$ cat config.mk
export PLATFORM = sky130hd
export DESIGN_NAME = rr_mux
export DESIGN_NICKNAME = d
export VERILOG_FILES = /design/src/rtl/rr_mux.sv
export SDC_FILE = /design/constraint.sdc
export NUM_CORES = 1
export LEC_CHECK = 0
export CORE_AREA = 2 2 118 120
export CTS_CLUSTER_DIAMETER = 50
export DETAILED_ROUTE_END_ITERATION = 10
export DIE_AREA = 0 0 120 122
export GPL_ROUTABILITY_DRIVEN = 0
export PLACE_DENSITY = 0.61
export REMOVE_ABC_BUFFERS = 1
export SYNTH_ARGS = -nofsm -noshare
export SYNTH_HDL_FRONTEND = slang
export SYNTH_SLANG_ARGS = --single-unit
$ cat constraint.sdc
create_clock -name clk -period 10.7 [get_ports clk]
set_input_delay 2.14 -clock clk [delete_from_list [all_inputs] [get_ports clk]]
set_output_delay 2.14 -clock clk [all_outputs]
set_load 0.02 [all_outputs]
$ cat src/rtl/rr_mux.sv
// rr_mux: N-input, WIDTH-bit round-robin multiplexer with valid/ready
// handshakes on every input channel and a registered output stage.
//
// Build option:
//   RR_MUX_FIXED_PRI_EN  - when defined, arbitration is fixed priority
//                          (lowest index wins, no rotating pointer).
//                          When undefined (default), round-robin
//                          arbitration with a rotating priority pointer.
//
// Handshake summary:
//   - An input word is taken on an edge where in_valid[i] && in_ready[i].
//   - The output stage reloads whenever it is empty or draining this
//     cycle, so a steady out_ready gives one word per cycle with no bubble.
//   - in_ready is a function of in_valid, out_ready and the internal
//     state only; it never looks at in_data.
module rr_mux #(
    parameter int WIDTH = 32,
    parameter int N     = 4,
    localparam int SELW = $clog2(N)
) (
    input  logic                 clk,
    input  logic                 rst,
    input  logic [N*WIDTH-1:0]   in_data,
    input  logic [N-1:0]         in_valid,
    output logic [N-1:0]         in_ready,
    output logic [WIDTH-1:0]     out_data,
    output logic                 out_valid,
    input  logic                 out_ready,
    output logic [SELW-1:0]      out_sel
);

    // ------------------------------------------------------------------
    // Output stage state
    // ------------------------------------------------------------------
    logic [WIDTH-1:0] out_data_reg;
    logic [SELW-1:0]  out_sel_reg;
    logic             out_valid_reg;

    // ------------------------------------------------------------------
    // Arbitration signals
    // ------------------------------------------------------------------
    logic [N-1:0]     grant;        // one-hot winner, or zero if no request
    logic [SELW-1:0]  grant_idx;    // binary index of the winner
    logic             grant_any;    // some channel is requesting
    logic             load;         // output stage can accept a new word

    // Per-channel view of the packed input bus
    logic [WIDTH-1:0] chan_data [N];

    generate
        for (genvar gi = 0; gi < N; gi++) begin : g_unpack
            assign chan_data[gi] = in_data[gi*WIDTH +: WIDTH];
        end
    endgenerate

    // The stage reloads when empty or when its current word leaves now
    assign load = !out_valid_reg || out_ready;

`ifdef RR_MUX_FIXED_PRI_EN

    // Fixed priority: scan from channel 0 upwards, first request wins
    always_comb begin
        grant     = '0;
        grant_idx = '0;
        grant_any = 1'b0;
        for (int k = 0; k < N; k++) begin
            if (!grant_any && in_valid[k]) begin
                grant[k]  = 1'b1;
                grant_idx = SELW'(k);
                grant_any = 1'b1;
            end
        end
    end

`else

    // Priority pointer: the channel that is searched first next time
    logic [SELW-1:0] ptr_reg;
    logic [SELW-1:0] ptr_next;

    // Round-robin: scan ptr, ptr+1, ... (mod N); first request wins
    always_comb begin
        grant     = '0;
        grant_idx = '0;
        grant_any = 1'b0;
        for (int k = 0; k < N; k++) begin
            if (!grant_any && in_valid[(int'(ptr_reg) + k) % N]) begin
                grant[(int'(ptr_reg) + k) % N] = 1'b1;
                grant_idx = SELW'((int'(ptr_reg) + k) % N);
                grant_any = 1'b1;
            end
        end
    end

    // Pointer moves to the channel after the winner, wrapping at N-1.
    // N need not be a power of two, so the wrap is explicit.
    always_comb begin
        ptr_next = ptr_reg;
        if (load && grant_any) begin
            if (grant_idx == SELW'(N - 1)) begin
                ptr_next = '0;
            end else begin
                ptr_next = grant_idx + SELW'(1);
            end
        end
    end

    // Pointer register; only advances on an actual input transfer
    always_ff @(posedge clk or posedge rst) begin
        if (rst) begin
            ptr_reg <= '0;
        end else begin
            ptr_reg <= ptr_next;
        end
    end

`endif

    // Grant is only offered while the stage can take it and not in reset
    assign in_ready = (load && !rst) ? grant : '0;

    // Output stage: capture the winner, drain to empty, or hold under backpressure
    always_ff @(posedge clk or posedge rst) begin
        if (rst) begin
            out_data_reg  <= '0;
            out_sel_reg   <= '0;
            out_valid_reg <= 1'b0;
        end else if (load) begin
            if (grant_any) begin
                out_data_reg  <= chan_data[grant_idx];
                out_sel_reg   <= grant_idx;
                out_valid_reg <= 1'b1;
            end else begin
                // Nothing to load: become empty, keep last word/index
                out_valid_reg <= 1'b0;
            end
        end
    end

    assign out_data  = out_data_reg;
    assign out_sel   = out_sel_reg;
    assign out_valid = out_valid_reg;

endmodule

Yosys cells after proc, flatten, opt, wreduce, memory -nomap -nowiden
Index checks and enable logic that the tools add are counted.
W data, S select, Z words.
{ "op_classes": {"n_addsub": 4, "n_lt_le_gt_ge": 9, "n_eq_ne": 1, "mux": 37, "bitwise_logic": 7, "n_reduce_logical": 19} }
{ "ops": {"columns": ["operator", "n"], "rows": [
  ["$bmux W32 S2", 1],
  ["$mux W32", 2],
  ["$mux W4", 5],
  ["$mux W1", 16],
  ["$lt A3 B4 Y1 const B", 3],
  ["$or A4 B4 Y4", 3],
  ["$mux W2", 5],
  ["$ge A3 B1 Y1 const B", 3],
  ["$logic_and A1 B1 Y1", 9],
  ["$bmux W1 S2", 4],
  ["$demux W1 S2", 4],
  ["$reduce_or A2 Y1", 3],
  ["$logic_not A1 Y1", 5],
  ["$add A2 B1 Y2 const B", 2],
  ["$add A2 B2 Y2 const B", 2],
  ["$and A1 B1 Y1 const A", 3],
  ["$ge A3 B3 Y1 const B", 1],
  ["$lt A2 B3 Y1 const B", 1],
  ["$not A2 Y3", 1],
  ["$eq A2 B2 Y1 const B", 1],
  ["$ge A2 B1 Y1 const B", 1],
  ["$reduce_and A2 Y1", 1],
  ["$logic_or A1 B1 Y1", 1]
]} }
{ "word_totals": {"ff_bits": 37, "input_bits": 135, "output_inout_bits": 39, "elab_cells": 81} }

Logic depth before layout (Yosys ltp)
Gate-level depths: netlist (run 1).
{ "depth": {"depth_word": 18, "depth_mapped": 14, "depth_no_buf": 8} }

Worst setup path after synthesis (run 1)
No wires, ideal clock.
{ "synth_timing": {"path_type": "input to output", "from": "input port in_valid[2]", "to": "output port in_ready[0]", "arrival_time_ps": 3957, "setup_slack_ps": 4603, "stages": 8, "path_cell_list": "buf_2 mux4_2 buf_2 nor2_2 buf_2 a221o_1 o21ai_0 a21oi_1"} }
{ "synth_via": {"elab_chain_len": 13} }
{ "synth_lines": {"columns": ["element", "line", "source"], "rows": [
  ["start, declared", "24", "input logic [N-1:0] in_valid,"],
  ["$bmux W1 S2", "87", "if (!grant_any && in_valid[(int'(ptr_reg) + k) % N]) begin"],
  ["$mux W1 (not written as such)", "87", null],
  ["$mux W1", "87", null],
  ["$logic_not A1 Y1", "87", null],
  ["$logic_and A1 B1 Y1", "87", null],
  ["$mux W1", "87", null],
  ["$logic_not A1 Y1", "87", null],
  ["$logic_and A1 B1 Y1", "87", null],
  ["$mux W1", "87", null],
  ["$logic_not A1 Y1", "87", null],
  ["$logic_and A1 B1 Y1", "87", null],
  ["$mux W4 (*)", "87", null],
  ["$mux W4 (*)", "120", "assign in_ready = (load && !rst) ? grant : '0;"],
  ["end, declared", "25", "output logic [N-1:0] in_ready,"]
]} }
Every way passes the cells marked *; elsewhere a longest branch is shown, timed or not. The select of a mux whose other input is x is not followed.

Worst setup path in the final report (run 1)
{ "layout_timing": {"from": "register ptr_reg[0]", "to": "output port in_ready[3]"} }
{ "layout_via": {"elab_chain_len": 14} }
{ "layout_lines": {"columns": ["element", "line", "source"], "rows": [
  ["start, declared", "78", "logic [SELW-1:0] ptr_reg;"],
  ["start signal, assigned", "113", "ptr_reg <= ptr_next;"],
  ["$add A2 B1 Y2", "87, 88", null],
  ["$reduce_or A2 Y1 (no source line)", null, null],
  ["$and A1 B1 Y1 (no source line)", null, null],
  ["$lt A3 B4 Y1 (not written as such) / $ge A3 B1 Y1 (equally long branches)", "88", "grant[(int'(ptr_reg) + k) % N] = 1'b1;"],
  ["$logic_and A1 B1 Y1 (not written as such)", "88", null],
  ["$mux W1 (not written as such)", "88", null],
  ["$demux W1 S2", "88", null],
  ["$or A4 B4 Y4 (no source line)", null, null],
  ["$mux W4", "87", null],
  ["$or A4 B4 Y4 (no source line)", null, null],
  ["$mux W4", "87", null],
  ["$or A4 B4 Y4 (no source line)", null, null],
  ["$mux W4 (*)", "87", null],
  ["$mux W4 (*)", "120", null]
]} }
Marked as above.

==> results of run 1 <==
metal layers:
layer	GRT usage [%]	wire length, um
met5	0	0
met1	26.14	6469
met2	34.55	7449
met3	5.197	1408
met4	5.809	253
worst paths after layout:
kind | endpoint | slack, ns | depth (start not counted)
setup / recovery | in_ready[3] | 2.78 | 8
hold / removal | out_data[30] | 0.49 | 2
setup reg to reg | out_data[6] | 5.35 | 7
hold reg to reg | out_data[30] | 0.49 | 2
max in group asynchronous | ptr_reg[0] | 7.99 | 3
min in group asynchronous | out_data[31] | 2.30 | 3
layout make-up:
cell class	instances	area, um2	area share, %
inverters	6	22.52	0.3842
clock buffers	7	142.6	2.433
multi-input cells	381	2773	47.30
well taps	180	225.2	3.842
flip-flops and latches	37	929.6	15.86
repair buffers	178	1769	30.18
stage by stage:
stage               util, %  setup WS, ns  instance area [um2]  power [mW]
floorplan                 -         2.874                 3681       1.143
CTS                   43.41         2.803                 5862       1.770
detailed placement    42.35         3.078                 5719       1.616
finish                43.41         2.784                 5862       1.769
global placement      42.35         3.155                 5719       1.579
global route          43.41         2.396                 5862       1.904
Yosys cell counts, types with 6 or more instances:
cell type  instances
nand2_1           69
a22o_1            46
dfrtp_1           37
nor2_1            33
clkbuf_1          30
mux2i_1           23
a221oi_1          22
nand3_1           21
a22oi_1           18
buf_2             16
nor4_1            16
a211oi_1          14
o221ai_1          14
a222oi_1          13
a21oi_1           10
ha_1               7
buf_6              6
worst max-delay path: stages, from the launching register on:
cell	delay, ns
dfrtp_4	1.12
clkinv_1	0.95
ha_1	0.84
mux4_2	0.53
nor2_4	0.84
a221o_1	0.29
o21ai_0	0.09
a21oi_1	0.18
clkdlybuf4s50_1	0.62
cells by family (layout without fill, tap and decap cells):
logic type | Yosys count | after routing | synth area share (%)
compound gates | 184 | 184 | 38.89
xor+xnor | 1 | 1 | 0.2210
fa+ha+maj | 7 | 7 | 2.209
buf+inv | 62 | 191 | 7.702
flops | 37 | 37 | 23.36
mux | 30 | 30 | 8.712
simple gates | 159 | 159 | 18.91
where the power goes:
group / total [mW] / switching (mW) / internal [mW]
combinational: 1.30 / 0.737 / 0.561
sequential: 0.320 / 0.107 / 0.212
clock: 0.151 / 0.0593 / 0.0917
==> results.yml, run 1 <==
detailed_routing:
  num_vias: 4706
  drt-initial-drc-count: 483
  drtAntennaViolNets: 0
  drc_errors: 0
  drt_pre_antenna_iters: 6
  vias_per_cell: 5.965
  wl_per_cell_um: 19.75
  wl_um: 15580
place:
  port_buffers: 173
  dp.cells: 782
  place_hpwl_um: 10370
synth:
  netlist_area_um2: 3964
  synth-seq-cells: 37
  synth_edf_count: 0
  synth_area_leaders: "dfrtp_1, a22o_1, nand2_1"
  ys_warn_count: 0
  yosys.area.top_type: "dfrtp_1"
  syn_inst: 480
  ys.flop_type: "dfrtp_1"
  async_flop_share_pct: 100.0
  synth_cell_types: 56
  netlist.area_leader.share_pct: 23.36
  syn_area_per_cell_um2: 8.258
  yosysSeqAreaShare_pct: 23.36
cts:
  h-tree-depth: 2
  cts_root_buf: "clkbuf_16"
  clkTransAtPathRegs_ns: 0.06
  hold_buffers: 0
  cts_setup_buffers: 0
  cts_buffers: 5
  ctsResizeCount: 0
  cts_tree: "built"
  cts.sinks: 37
  clkLatencyLatePin_ns: 0.28
  clock_path_buffers: 2
worst_setup_path:
  worstPathArrival_ns: 5.78
  path_class: "reg -> out"
  cp_max_fo: 100
  critPathLaunch: "ptr_reg[0]"
  worst_ep_required_time_ns: 8.56
  end_kind: "primary output"
  r2r_start: "ptr_reg[0]"
  critPathLaunchType: "flip-flop"
finish:
  diodes: 0
  final_cell_mix: "clkdlybuf4s50_1, nand2_1, a22o_1"
  drive_above_1_share_pct: 6.076
  final_common_cell: "clkdlybuf4s50_1"
  largest_reg_flops: 32
  instances_no_fill: 789
  final_nets: 751
  area_growth_pct: 47.89
  n_fill_cell: 1340
grt:
  grt_pass1_vias: 4718
  grt-ovfl-total: 0
  grt_pass1_wl_um: 24140
  grt_util_all_layers_pct: 20.56
  grt_antenna_before_repair: 0
  grt_max_degree: 101
timing:
  whs_ns: 0.4942
  fmax_ghz: 0.1263
  rsz0062_at_grt: "false"
  finalHoldViolCount: 0
  max_slew_margin_pct: 22.74
  final.setup.tns_ns: 0
  post-route-period-util_pct: 73.98
  worst_pin_slew_ns: 1.155
  fin_worst_skew_ns: 0.01126
  finalMaxSlewViolations: 0
  fin_crit_ns: 7.916
  setup_viol: 0
hold_path:
  hold_class: "reg -> reg"
  min_from: "out_data[30]"
outcome:
  status: "finished clean"
die:
  chipHeight_um: 122
  initial_core_util_pct: 29.35
  rows: 43
  die_x_um: 120
  core_um2: 13500
  pin_count: 174
  die-area_um2: 14640
power_and_ir_drop:
  cellLeakagePower_nw: 2.160
  vdd_drop_max_mv: 0.1657
  p_per_area_nw_per_um2: 301.9
flow_run:
  maxCapViolations: 0
Note: power is estimated with default switching activity, not from simulation.
==> run 2: changes to the inputs <==
- PLACE_DENSITY: 0.61 -> 0.63
- clock period: 10.7 -> 7.22 ns (I/O delays scaled with it)
==> run 2 against run 1 <==
Effect of this change:
- sequential power rose by 48%
- sequential cell count is the same
- final cell count grew 0.38%
- core utilization increased by 0.46 points
- critical path type is now in -> out
- critical endpoint is now in_ready[0]
- largest cell class unchanged
- largest power group unchanged
==> results.yml, run 2 (synthesis gave the netlist of run 1 again) <==
cts:
  clock_path_buffers: 2
  h-tree-depth: 2
  cts_setup_buffers: 0
  cts.sinks: 37
  ctsResizeCount: 0
  clkLatencyLatePin_ns: 0.28
  hold_buffers: 0
  cts_buffers: 5
  cts_tree: "built"
  clkTransAtPathRegs_ns: 0.06
  cts_root_buf: "clkbuf_16"
finish:
  largest_reg_flops: 32
  fin_util_pct: 43.87
  n_fill_cell: 1283
  drive_above_1_share_pct: 6.699
  final_nets: 753
  final_common_cell: "clkdlybuf4s50_1"
  diodes: 0
  area_growth_pct: 49.46
  final_cell_mix: "clkdlybuf4s50_1, nand2_1, a22o_1"
detailed_routing:
  num_vias: 4781
  drtAntennaViolNets: 0
  drt_pre_antenna_iters: 7
  vias_per_cell: 6.037
  wl_per_cell_um: 19.71
  drt-initial-drc-count: 450
  wl_um: 15610
  drc_errors: 0
worst_setup_path:
  critPathLaunchType: "input pin"
  cp_max_fo: 18
  path_class: "in -> out"
  worstPathArrival_ns: 4.75
  end_kind: "primary output"
  worst_ep_required_time_ns: 5.78
power_and_ir_drop:
  p_per_area_nw_per_um2: 457.5
  p_total_mw: 2.710
  vdd_drop_max_mv: 0.2204
  cellLeakagePower_nw: 2.194
timing:
  finalMaxSlewViolations: 0
  fin_crit_ns: 6.194
  fmax_ghz: 0.1614
  final.setup.tns_ns: 0
  finalHoldViolCount: 0
  fin_worst_skew_ns: 0.005520
  setup_viol: 0
  worst_pin_slew_ns: 1.360
  post-route-period-util_pct: 85.79
  max_slew_margin_pct: 9.325
  rsz0062_at_grt: "false"
place:
  place_hpwl_um: 10590
  port_buffers: 173
grt:
  grt_pass1_vias: 4804
  grt_util_all_layers_pct: 20.42
  grt_antenna_before_repair: 0
  grt_pass1_wl_um: 24360
  grt_max_degree: 101
  grt-ovfl-total: 0
die:
  core_um2: 13500
  initial_core_util_pct: 29.35
  die-area_um2: 14640
  die_x_um: 120
  chipHeight_um: 122
  pin_count: 174
  rows: 43
outcome:
  status: "finished clean"
hold_path:
  hold_class: "reg -> reg"
flow_run:
  maxCapViolations: 0
run 2: changes by cell type in the layout (fill, tap and decap cells not counted), sizes merged:
| cell | delta |
|---|---|
| bufinv | +2 |
| buf | +2 |
| clkinv | +1 |
| clkbuf | -2 |
run 2: per-stage QoR:
step | instance area, um2 | hold WS, ns | setup slack [ns] | instances
2_1_floorplan | 3681 | 0.5909 | 0.09030 | 424
3_3_place_gp | 5734 | 0.4606 | 1.202 | 784
3_5_place_dp | 5734 | 0.4707 | 1.077 | 784
4_1_cts | 5924 | 0.4867 | 1.064 | 792
5_1_grt | 5924 | 0.5131 | 0.7428 | 792
6_report | 5924 | 0.4822 | 1.026 | 792
run 2: worst max-delay path, cell delays in order:
cell             delay, ns
clkdlybuf4s50_1       0.61
mux4_2                0.72
nor2_4                0.43
buf_4                 0.38
a221o_1               0.21
o21ai_0               0.09
a21oi_1               0.21
clkdlybuf4s50_1       0.63
run 2: report_power, final:
group / internal [mW] / total (mW) / switching [mW]
sequential: 0.315 / 0.474 / 0.159
combinational: 0.839 / 1.95 / 1.11
clock: 0.197 / 0.288 / 0.0909
total: 1.35 / 2.71 / 1.36
run 2: per-layer routing:
| layer | track usage (%) | routed length [um] |
|---|---|---|
| met2 | 34.59 | 7397 |
| met4 | 8.382 | 431 |
| met5 | 0 | 0 |
| met3 | 4.869 | 1424 |
| met1 | 24.89 | 6354 |
run 2: worst paths after layout:
path,startpoint,end,slack [ns],cells after the start
worst min register to register,out_sel[1],out_sel[1],0.48,2
worst max register to register,ptr_reg[0],out_data[5],2.88,7
max in group asynchronous,rst,ptr_reg[0],5.19,3
worst min-delay path,out_sel[1],out_sel[1],0.48,2
min in group asynchronous,rst,out_data[20],1.62,3
worst max-delay path,in_valid[3],in_ready[0],1.03,8
run 2: final cells by class:
type / instances / area, um2 / share of cell area, %
multi-input cells: 381 / 2773 / 46.80
clock inverters: 3 / 65.06 / 1.098
inverters: 6 / 22.52 / 0.3801
clock buffers: 5 / 125.1 / 2.112
repair buffers: 180 / 1784 / 30.12
flip-flops and latches: 37 / 929.6 / 15.69
well taps: 180 / 225.2 / 3.801
==> run 3: changes to the inputs <==
- GPL_ROUTABILITY_DRIVEN: 0 -> not set
- REMOVE_ABC_BUFFERS: 1 -> not set
==> run 3 against run 2 <==
Effect of this change:
- clock power decreased by 18%
- sequential power decreased by 2%
- fmax increased by 5.0%
- highest routed layer unchanged
- clock-buffer cell count increased by 2
- sequential share of layout area increased by 0.087 points
- hold slack improved by 0.015 ns
- setup slack improved by 0.29 ns
- power decreased by 3.2%
- global-route usage increased by 0.21 points
- die area unchanged
- critical path depth unchanged
- critical path type is now reg -> out
- clock skew increased by 0.0059 ns
==> results.yml, run 3 (synthesis gave the netlist of run 1 again) <==
worst_setup_path:
  critPathLaunchType: "flip-flop"
  ff2ff_setup_slack_ns: 2.89
  worstPathArrival_ns: 4.46
  path_class: "reg -> out"
  worst_ep_required_time_ns: 5.78
  cp_max_fo: 100
  end_kind: "primary output"
power_and_ir_drop:
  combPwrFrac_pct: 73.2
  power_switching_mw: 1.324
  vdd_drop_max_mv: 0.2114
  cellLeakagePower_nw: 2.177
  clkPwrFrac_pct: 9.0
  p_per_area_nw_per_um2: 445.5
  switching_share_pct: 50.45
  internal_power_mw: 1.301
  pwr-share-seq_pct: 17.7
die:
  initial_core_util_pct: 29.35
  pin_count: 174
  core_um2: 13500
  rows: 43
  die_x_um: 120
  die-area_um2: 14640
  chipHeight_um: 122
detailed_routing:
  drt-initial-drc-count: 415
  num_vias: 4710
  wl_um: 15540
  drtAntennaViolNets: 0
  drt_pre_antenna_iters: 7
  drc_errors: 0
  wl_per_cell_um: 19.61
  vias_per_cell: 5.947
finish:
  final_common_cell: "clkdlybuf4s50_1"
  n_fill_cell: 1331
  final_cell_mix: "clkdlybuf4s50_1, nand2_1, a22o_1"
  drive_above_1_share_pct: 6.536
  largest_reg_flops: 32
  diodes: 0
  area_growth_pct: 48.64
  final_nets: 753
timing:
  worst_pin_slew_ns: 1.319
  final.setup.worst_slack_ns: 1.318
  fmax_ghz: 0.1694
  setup_viol: 0
  rsz0062_at_grt: "false"
  post-route-period-util_pct: 81.74
  fin_worst_skew_ns: 0.01139
  final.setup.tns_ns: 0
  fin_crit_ns: 5.902
  max_slew_margin_pct: 12.05
  finalHoldViolCount: 0
  finalMaxSlewViolations: 0
cts:
  cts_setup_buffers: 0
  h-tree-depth: 2
  clkLatencyLatePin_ns: 0.29
  clock_path_buffers: 2
  ctsResizeCount: 0
  cts_buffers: 5
  cts_tree: "built"
  hold_buffers: 0
  cts_root_buf: "clkbuf_16"
  cts.sinks: 37
  clkTransAtPathRegs_ns: 0.06
grt:
  grt-ovfl-total: 0
  grt_util_all_layers_pct: 20.63
  grt_pass1_wl_um: 24270
  grt_pass1_vias: 4653
  grt_max_degree: 101
  grt_antenna_before_repair: 0
synth:
  synth_nets: 622
flow_run:
  maxCapViolations: 0
place:
  place.gp.congestion: 0.8711
  port_buffers: 173
  dp_slack_ns: 1.331
  place_hpwl_um: 10760
hold_path:
  hold_class: "reg -> reg"
outcome:
  status: "finished clean"
run 3: cell types whose count changed in the layout (fill, tap and decap cells not counted), sizes merged:
cell    delta
bufinv     -2
clkbuf     +2
clkinv     +1
inv        -1
run 3: final cells by class:
class                           instances  area, um2  share of cell area (%)
Inverter                                6      22.52                  0.3822
Multi-Input combinational cell        381       2773                   47.06
Timing Repair Buffer                  180       1784                   30.28
Clock inverter                          1      5.005                 0.08494
Clock buffer                            7      152.6                   2.591
Tap cell                              180      225.2                   3.822
Sequential cell                        37      929.6                   15.78
run 3: metal layers:
metal,track usage [%],part of all wire (%)
met5,0,0
met4,5.588,2.2
met3,4.401,8.1
met2,35.58,48
met1,26.09,41
run 3: path summary, 6_finish.rpt:
kind,startpoint,endpoint,depth (start not counted)
max reg2reg,ptr_reg[0],out_data[17],8
min in group asynchronous,rst,out_data[7],3
min,out_data[17],out_data[17],2
min reg2reg,out_data[17],out_data[17],2
max in group asynchronous,rst,ptr_reg[0],3
max,ptr_reg[0],in_ready[0],8
run 3: power by group through the flow:
stage	Combinational, mW	Clock (mW)	Sequential [mW]
detailed placement	1.92	0	0.466
global placement	1.87	0	0.464
CTS	1.92	0.243	0.466
finish	1.92	0.237	0.466
global route	2.09	0.251	0.485
floorplan	1.35	0	0.486
run 3: critical path, stage by stage (launching register included):
cell and delay, ns:
dfrtp_4 1.10, clkinv_1 0.24, ha_1 0.61, mux4_2 0.54, nor2_4 0.51, a221o_1 0.23
o21ai_0 0.07, a21oi_1 0.21, clkdlybuf4s50_1 0.64
run 3: stage by stage:
step                std cells  hold slack (ns)  total power, mW  utilization, %  cell area [um2]
floorplan                 480           0.5909            1.833               -             3964
global placement          784           0.4814            2.334           42.46             5734
detailed placement        784           0.4760            2.385           42.46             5734
CTS                       792           0.4989            2.631           43.63             5892
global route              792           0.5299            2.824           43.63             5892
finish                    792           0.4973            2.625           43.63             5892
